[src/rtl/noc_input_port_gen2_pkg.sv]
// Shared types and elaboration-time helpers for the source-routed NoC input port.
package noc_input_port_gen2_pkg;

  typedef enum logic [2:0] {
    IDLE,
    HDR,
    ROUTE,
    REQ,
    SEND_ADDR,
    SEND_PAY,
    DRAIN
  } state_t;

  localparam int MAX_PORTS = 32;

  function automatic int clog2(input int value);
    int r;
    int v;
    r = 0;
    v = value - 1;
    while (v > 0) begin
      r++;
      v = v >> 1;
    end
    return r;
  endfunction

  function automatic int addr_flits(input int addr_w, input int flit_w);
    return addr_w / flit_w;
  endfunction

  // One counter serves both header and payload phases, so size it for the longer one.
  function automatic int cnt_width(input int a_flits, input int p_flits);
    return clog2(((a_flits > p_flits) ? a_flits : p_flits) + 1);
  endfunction

  function automatic logic [MAX_PORTS-1:0] onehot(input logic [4:0] hop);
    return MAX_PORTS'(1) << hop;
  endfunction

endpackage

[src/rtl/noc_input_port_gen2_route_compute.sv]
// Source-route decode: lowest hop field selects the output, remaining address shifts down.
// Latency: combinational. Backpressure: none.
// Out-of-range hop fields raise bad_hop and produce an empty request vector.
module noc_input_port_gen2_route_compute
  import noc_input_port_gen2_pkg::*;
#(
  parameter int ADDR_W = 16,
  parameter int PSEL_W = 3,
  parameter int NPORTS = 5
) (
  input  logic [ADDR_W-1:0] cur_addr,
  output logic [PSEL_W-1:0] hop,
  output logic [ADDR_W-1:0] next_addr,
  output logic [NPORTS-1:0] req_onehot,
  output logic              bad_hop
);

  assign hop        = cur_addr[PSEL_W-1:0];
  assign next_addr  = cur_addr >> PSEL_W;
  assign bad_hop    = 32'(hop) >= NPORTS;
  assign req_onehot = bad_hop ? '0 : NPORTS'(onehot(5'(hop)));

endmodule

[src/rtl/noc_input_port_gen2.sv]
// Router input port: pops header+payload from a show-ahead FIFO, routes, requests the arbiter, forwards.
// Latency: ROUTE then REQ cycle before the first output flit; REQ_BYPASS_EN removes the REQ cycle.
// Backpressure: stall or a full granted output freezes all state; an empty FIFO inserts bubbles.
module noc_input_port_gen2
  import noc_input_port_gen2_pkg::*;
#(
  parameter int FLIT_W        = 4,
  parameter int ADDR_W        = 16,
  parameter int PSEL_W        = 3,
  parameter int NPORTS        = 5,
  parameter int PAYLOAD_FLITS = 4
) (
  input  logic              clk,
  input  logic              reset,
  input  logic              fifo_empty,
  input  logic [FLIT_W-1:0] flit_in,
  output logic              read_fifo,
  input  logic              stall,
  input  logic              grant,
  input  logic [NPORTS-1:0] dest_full,
  output logic [NPORTS-1:0] req,
  output logic [PSEL_W-1:0] dest_port,
  output logic [FLIT_W-1:0] flit_out,
  output logic              flit_valid,
  output logic              arb_release,
  output logic              route_err
);

  localparam int ADDR_FLITS = addr_flits(ADDR_W, FLIT_W);
  localparam int CNT_W      = cnt_width(ADDR_FLITS, PAYLOAD_FLITS);
  localparam logic [CNT_W-1:0] ADDR_LAST = CNT_W'(ADDR_FLITS - 1);
  localparam logic [CNT_W-1:0] PAY_LAST  = CNT_W'(PAYLOAD_FLITS - 1);

  state_t              state, state_nxt;
  logic [ADDR_W-1:0]   cur_addr, nxt_addr, next_addr;
  logic [NPORTS-1:0]   req_reg, req_onehot;
  logic [CNT_W-1:0]    cnt;
  logic [PSEL_W-1:0]   hop;
  logic                bad_hop;
  logic                hold;

  noc_input_port_gen2_route_compute #(
    .ADDR_W (ADDR_W),
    .PSEL_W (PSEL_W),
    .NPORTS (NPORTS)
  ) u_route (
    .cur_addr   (cur_addr),
    .hop        (hop),
    .next_addr  (next_addr),
    .req_onehot (req_onehot),
    .bad_hop    (bad_hop)
  );

  // Only the output we are actually sending to can back-pressure us.
  assign hold = stall | (((state == SEND_ADDR) || (state == SEND_PAY)) && |(dest_full & req_reg));

  assign read_fifo   = !fifo_empty && !hold && (state inside {HDR, SEND_PAY, DRAIN});
  assign flit_valid  = (state == SEND_ADDR && !hold) || (state == SEND_PAY && read_fifo);
  assign flit_out    = (state == SEND_ADDR) ? nxt_addr[FLIT_W-1:0] :
                       (state == SEND_PAY)  ? flit_in : '0;
  assign arb_release = (state == SEND_PAY) && read_fifo && (cnt == PAY_LAST);
  assign route_err   = (state == ROUTE) && !hold && bad_hop;

`ifdef REQ_BYPASS_EN
  assign req = (state == ROUTE) ? req_onehot : req_reg;
`else
  assign req = req_reg;
`endif

  always_ff @(posedge clk or posedge reset) begin
    if (reset) state <= IDLE;
    else       state <= state_nxt;
  end

  always_comb begin
    state_nxt = state;
    case (state)
      IDLE:      if (!fifo_empty) state_nxt = HDR;
      HDR:       if (read_fifo && cnt == ADDR_LAST) state_nxt = ROUTE;
      ROUTE: begin
        if (bad_hop) state_nxt = DRAIN;
`ifdef REQ_BYPASS_EN
        else if (grant) state_nxt = SEND_ADDR;
`endif
        else state_nxt = REQ;
      end
      REQ:       if (grant) state_nxt = SEND_ADDR;
      SEND_ADDR: if (cnt == ADDR_LAST) state_nxt = SEND_PAY;
      SEND_PAY:  if (read_fifo && cnt == PAY_LAST) state_nxt = IDLE;
      DRAIN:     if (read_fifo && cnt == PAY_LAST) state_nxt = IDLE;
      default:   state_nxt = IDLE;
    endcase
    if (hold) state_nxt = state;
  end

  always_ff @(posedge clk or posedge reset) begin
    if (reset) begin
      cur_addr  <= '0;
      nxt_addr  <= '0;
      req_reg   <= '0;
      cnt       <= '0;
      dest_port <= '0;
    end else if (!hold) begin
      if (state_nxt != state)
        cnt <= '0;
      else if (read_fifo || state == SEND_ADDR)
        cnt <= cnt + 1'b1;
      // First header flit ends up in the LSBs after ADDR_FLITS right shifts.
      if (state == HDR && read_fifo)
        cur_addr <= {flit_in, cur_addr[ADDR_W-1:FLIT_W]};
      if (state == ROUTE) begin
        dest_port <= hop;
        req_reg   <= req_onehot;
        nxt_addr  <= next_addr;
      end
      if (state == SEND_ADDR)
        nxt_addr <= nxt_addr >> FLIT_W;
      if (arb_release)
        req_reg <= '0;
    end
  end

endmodule
[config.mk]
export PLATFORM = sky130hd
export DESIGN_NAME = noc_input_port_gen2
export DESIGN_NICKNAME = d
export VERILOG_FILES = /design/src/rtl/noc_input_port_gen2_pkg.sv /design/src/rtl/noc_input_port_gen2_route_compute.sv /design/src/rtl/noc_input_port_gen2.sv
export SDC_FILE = /design/constraint.sdc
export NUM_CORES = 1
export LEC_CHECK = 0
export CORE_MARGIN = 1
export CORE_UTILIZATION = 35
export CTS_BUF_LIST = sky130_fd_sc_hd__clkbuf_8
export DETAILED_ROUTE_END_ITERATION = 12
export HOLD_SLACK_MARGIN = 0.03
export SYNTH_ARGS = -nofsm -noshare
export SYNTH_HDL_FRONTEND = slang
export SYNTH_SLANG_ARGS = --single-unit
[constraint.sdc]
create_clock -name clk -period 1.7 [get_ports clk]
set_input_delay 0.34 -clock clk [delete_from_list [all_inputs] [get_ports clk]]
set_output_delay 0.34 -clock clk [all_outputs]
set_load 0.01 [all_outputs]
==> results.md <==
* Status: complete, but fails checks
* Failing checks: negative setup slack
* Synth Register Bits at 43
* Tot GR Track Use at 17.9%
* Fin nets at 316
* Starting Density at 36.4%
* Initial DRC Count at 103
* CP Class: reg2out
* Reg2reg setup slack at -340 ps
* Mapped cell area at approximately 2200 µm²
* Logic gate share of total power at approximately 50%
* Flop pwr share at 33.1%
* Post-synthesis sequential area ratio at 49.6%
* Chip height at 80.8 µm
* Period utilization at 127%
* Setup violations, final at 14
* Int Pwr at roughly 3.4 mW
* Fmax at 462 MHz
* Crit path launch: req[0]
* Cell family with most CP delay: compound AO/OA/AOI/OAI gates
* Die area at 6520 µm²
* Placed Cells at 359
* # rows at 28
* CP bufs+invs at 2
* Net Sw Power at 1.87 mW
* Vias/cell at 4.97
* Root Driver: clkbuf_8
* CORE AREA at 5960 µm²
* Sum Neg Setup Slack at -2780 ps
* Diodes inserted at 0
* Drt pass-1 iters at 5
* # fillers at between 500 and 600
* Share of cells above drive strength 1 at 37.9%
* H-tree depth at 2
* CP Launch Type: register
* DR WL/cell at 13.9 µm
* CTS tree: done
* Number of buffers created by CTS at 5
* Clock Sinks at 43
* Max-slew headroom at roughly 73%
* Vias in the first global route at around 1.9k
* Routability-driven placement congestion ratio at 0.847
* Crit path setup slack, layout at -463 ps
* Initial antenna violation count at 0
* Total congestion overflow at 0
* Routed Antenna Nets at 0
* Least-Margin Pin Slew at 410 ps
* Post-route insts no fill at roughly 380
* Max Cap Viol at 0
* Clk pwr share at 15.8%
* Port bufs at 29
* FF-to-FF Start: req[0]
* WP data arrival at 1820 ps
* Max Buffers Root-to-Sink at 2
* Final Hold Fails at 0
* P_leak at 1.49 nW
* Distinct cell type count after synthesis at 45
* Asr flop ratio synth at 100%
* Clk_lat worst skew at 290 ps
* YS warnings at 0
* Die X at between 80 and 90 µm
* CP endpoint kind: output pin
* Post-synth EDFFs at 0
* Final Max Slew Viols at 0
* Clock skew at 4.43 ps
* Max stage delay on crit path at 390 ps
* I/O Pins at 30
* CTS clk-pin slew, worst paths at 80 ps
* Remaining routing DRC violations at 0
* RSZ-0062 raised after global routing: yes
* Dpl ws at -999 ps
* Peak supply drop at 0.864 mV
* Crit-path slowest cell: dfrtp_1
* Vias at 1868
* Area grow syn2layout at 47.5%
* Synthesized net count at 232
* Sw Ratio at 35.3%
* Max FFs per register at 16
* Fin crit period at 2160 ps
* Avg Inst Size Synth at ~10 µm²
* Cell chain of the critical path: a222oi_1 > buf_4 > a21oi_4 > or2_4 > a211oi_4 > buf_2
* Routed Wire Length at between 5000 and 6000 µm
* First-pass GRT wire length at 8840 µm
* Largest net degree at the start of global routing at 44
* Crit-path max FO at 2
* Hpwl dp at 3630 µm
* Top_reg_cell synth: dfrtp_1
* Power Dens Cells at about 1700 nW/µm²
* CP required at 1360 ps
* Overall Power at 5.29 mW
* Layout Cell Area excl Fill at 3200 µm²
* Post-synthesis instance total at 216
* Placed instance area at around 2900 µm²
* Worst min-delay path category: in2async
-- power groups by stage --
stage          Sequential (mW)  Combinational, mW  Clock, mW
2_1_floorplan             1.78               1.28          0
3_3_place_gp              1.75               2.33          0
3_5_place_dp              1.77               2.36          0
4_1_cts                   1.74               2.61      0.875
5_1_grt                   1.80               2.98      0.913
6_report                  1.75               2.70      0.836
-- layout make-up --
type	count	area (µm²)	share of cell area, %
clock inverters	2	38.8	1.21
flip-flops and latches	43	1080	33.6
well taps	75	93.8	2.93
repair buffers	88	744	23.3
multi-input cells	158	1150	36.0
inverters	4	15.0	0.469
clock buffers	6	82.6	2.58
-- path summary, 6_finish.rpt --
path,to,cells past startpoint
max in group asynchronous,cnt[1],3
hold reg to reg,dest_port[0],2
min in group clk,dest_port[0],2
hold / removal,cur_addr[8],3
setup reg to reg,cnt[0],9
setup / recovery,flit_valid,6
-- per-layer routing --
| layer | vias to the layer above | GRT usage (%) | wire length, µm |
|---|---|---|---|
| met5 | - | 0 | 0 |
| met4 | 0 | 4.82 | 44 |
| met3 | 5 | 3.26 | 169 |
| met2 | 32 | 28.5 | 2440 |
| met1 | 895 | 25.0 | 2580 |
| li1 | 936 | - | - |
-- through the flow --
stage / hold WS (ps) / utilization (%)
3_5_place_dp: 466 / 49.3
6_report: 390 / 53.8
5_1_grt: 434 / 53.8
4_1_cts: 395 / 53.0
2_1_floorplan: 457 / -
3_3_place_gp: 460 / 49.3
-- synthesized netlist by cell type (all sizes together) (2+ instances only) --
cell type  number  area, µm²
inv             4       15.0
o21ai          17       85.1
nor2           21       81.3
a22o            4       35.0
a31oi           2       18.8
o21bai          2       15.0
mux2           16        180
mux2i          14        140
dfrtp          43       1080
a22oi           2       15.0
nand2          31        119
nor3            3       15.0
a21oi          12       60.1
or2             2       12.5
o22ai           3       18.8
nand4b          2       17.5
nand2b          4       25.0
clkbuf          5       20.0
a21boi          2       15.0
ha              2       25.0
buf             6       28.8
nor4b           2       17.5
and2            2       12.5
-- what timing repair did --
| item | CTS | global route |
|---|---|---|
| hold buffers | 0 | 0 |
| pin swaps | 11 | 3 |
| setup buffers | 7 | 2 |
| hold endpoints to repair | 0 | 0 |
| setup endpoints to repair | 28 | 45 |
| gates resized for setup | 52 | 11 |
-- cells by family after synthesis --
logic type,synth area share (%)
compound gates,15.7
mux,14.8
flops,49.6
fa+ha+maj,1.15
simple gates,15.9
buf+inv,2.94
-- worst reg2reg max path: stages, from the launching register on --
cell      delay (ps)
dfrtp_1          390
a222oi_1         350
buf_4            190
buf_4            120
nand4b_1         140
buf_4            180
a21boi_4         130
o21ai_2           80
a31oi_2          210
mux2i_1          130
-- cells in the final DEF, fill, tap and decap left out, types with 2 or more instances in the layout --
master            n
a22oi_1           2
buf_12            2
buf_4            52
nand4b_1          2
and2_1            2
dlygate4sd2_1     4
buf_6             5
dfrtp_1          43
a22o_1            4
nor3_1            2
nor4b_2           2
a21oi_1          11
clkbuf_8          6
nand2_1          29
o21ai_0           6
clkdlybuf4s50_1  16
nand2b_1          2
buf_2             7
nand2b_4          2
inv_1             4
mux2_2           16
ha_2              2
mux2i_1          14
o21bai_1          2
nor2_1           19
o22ai_1           3
o21ai_1          10
(Power assumes the default switching activity.)
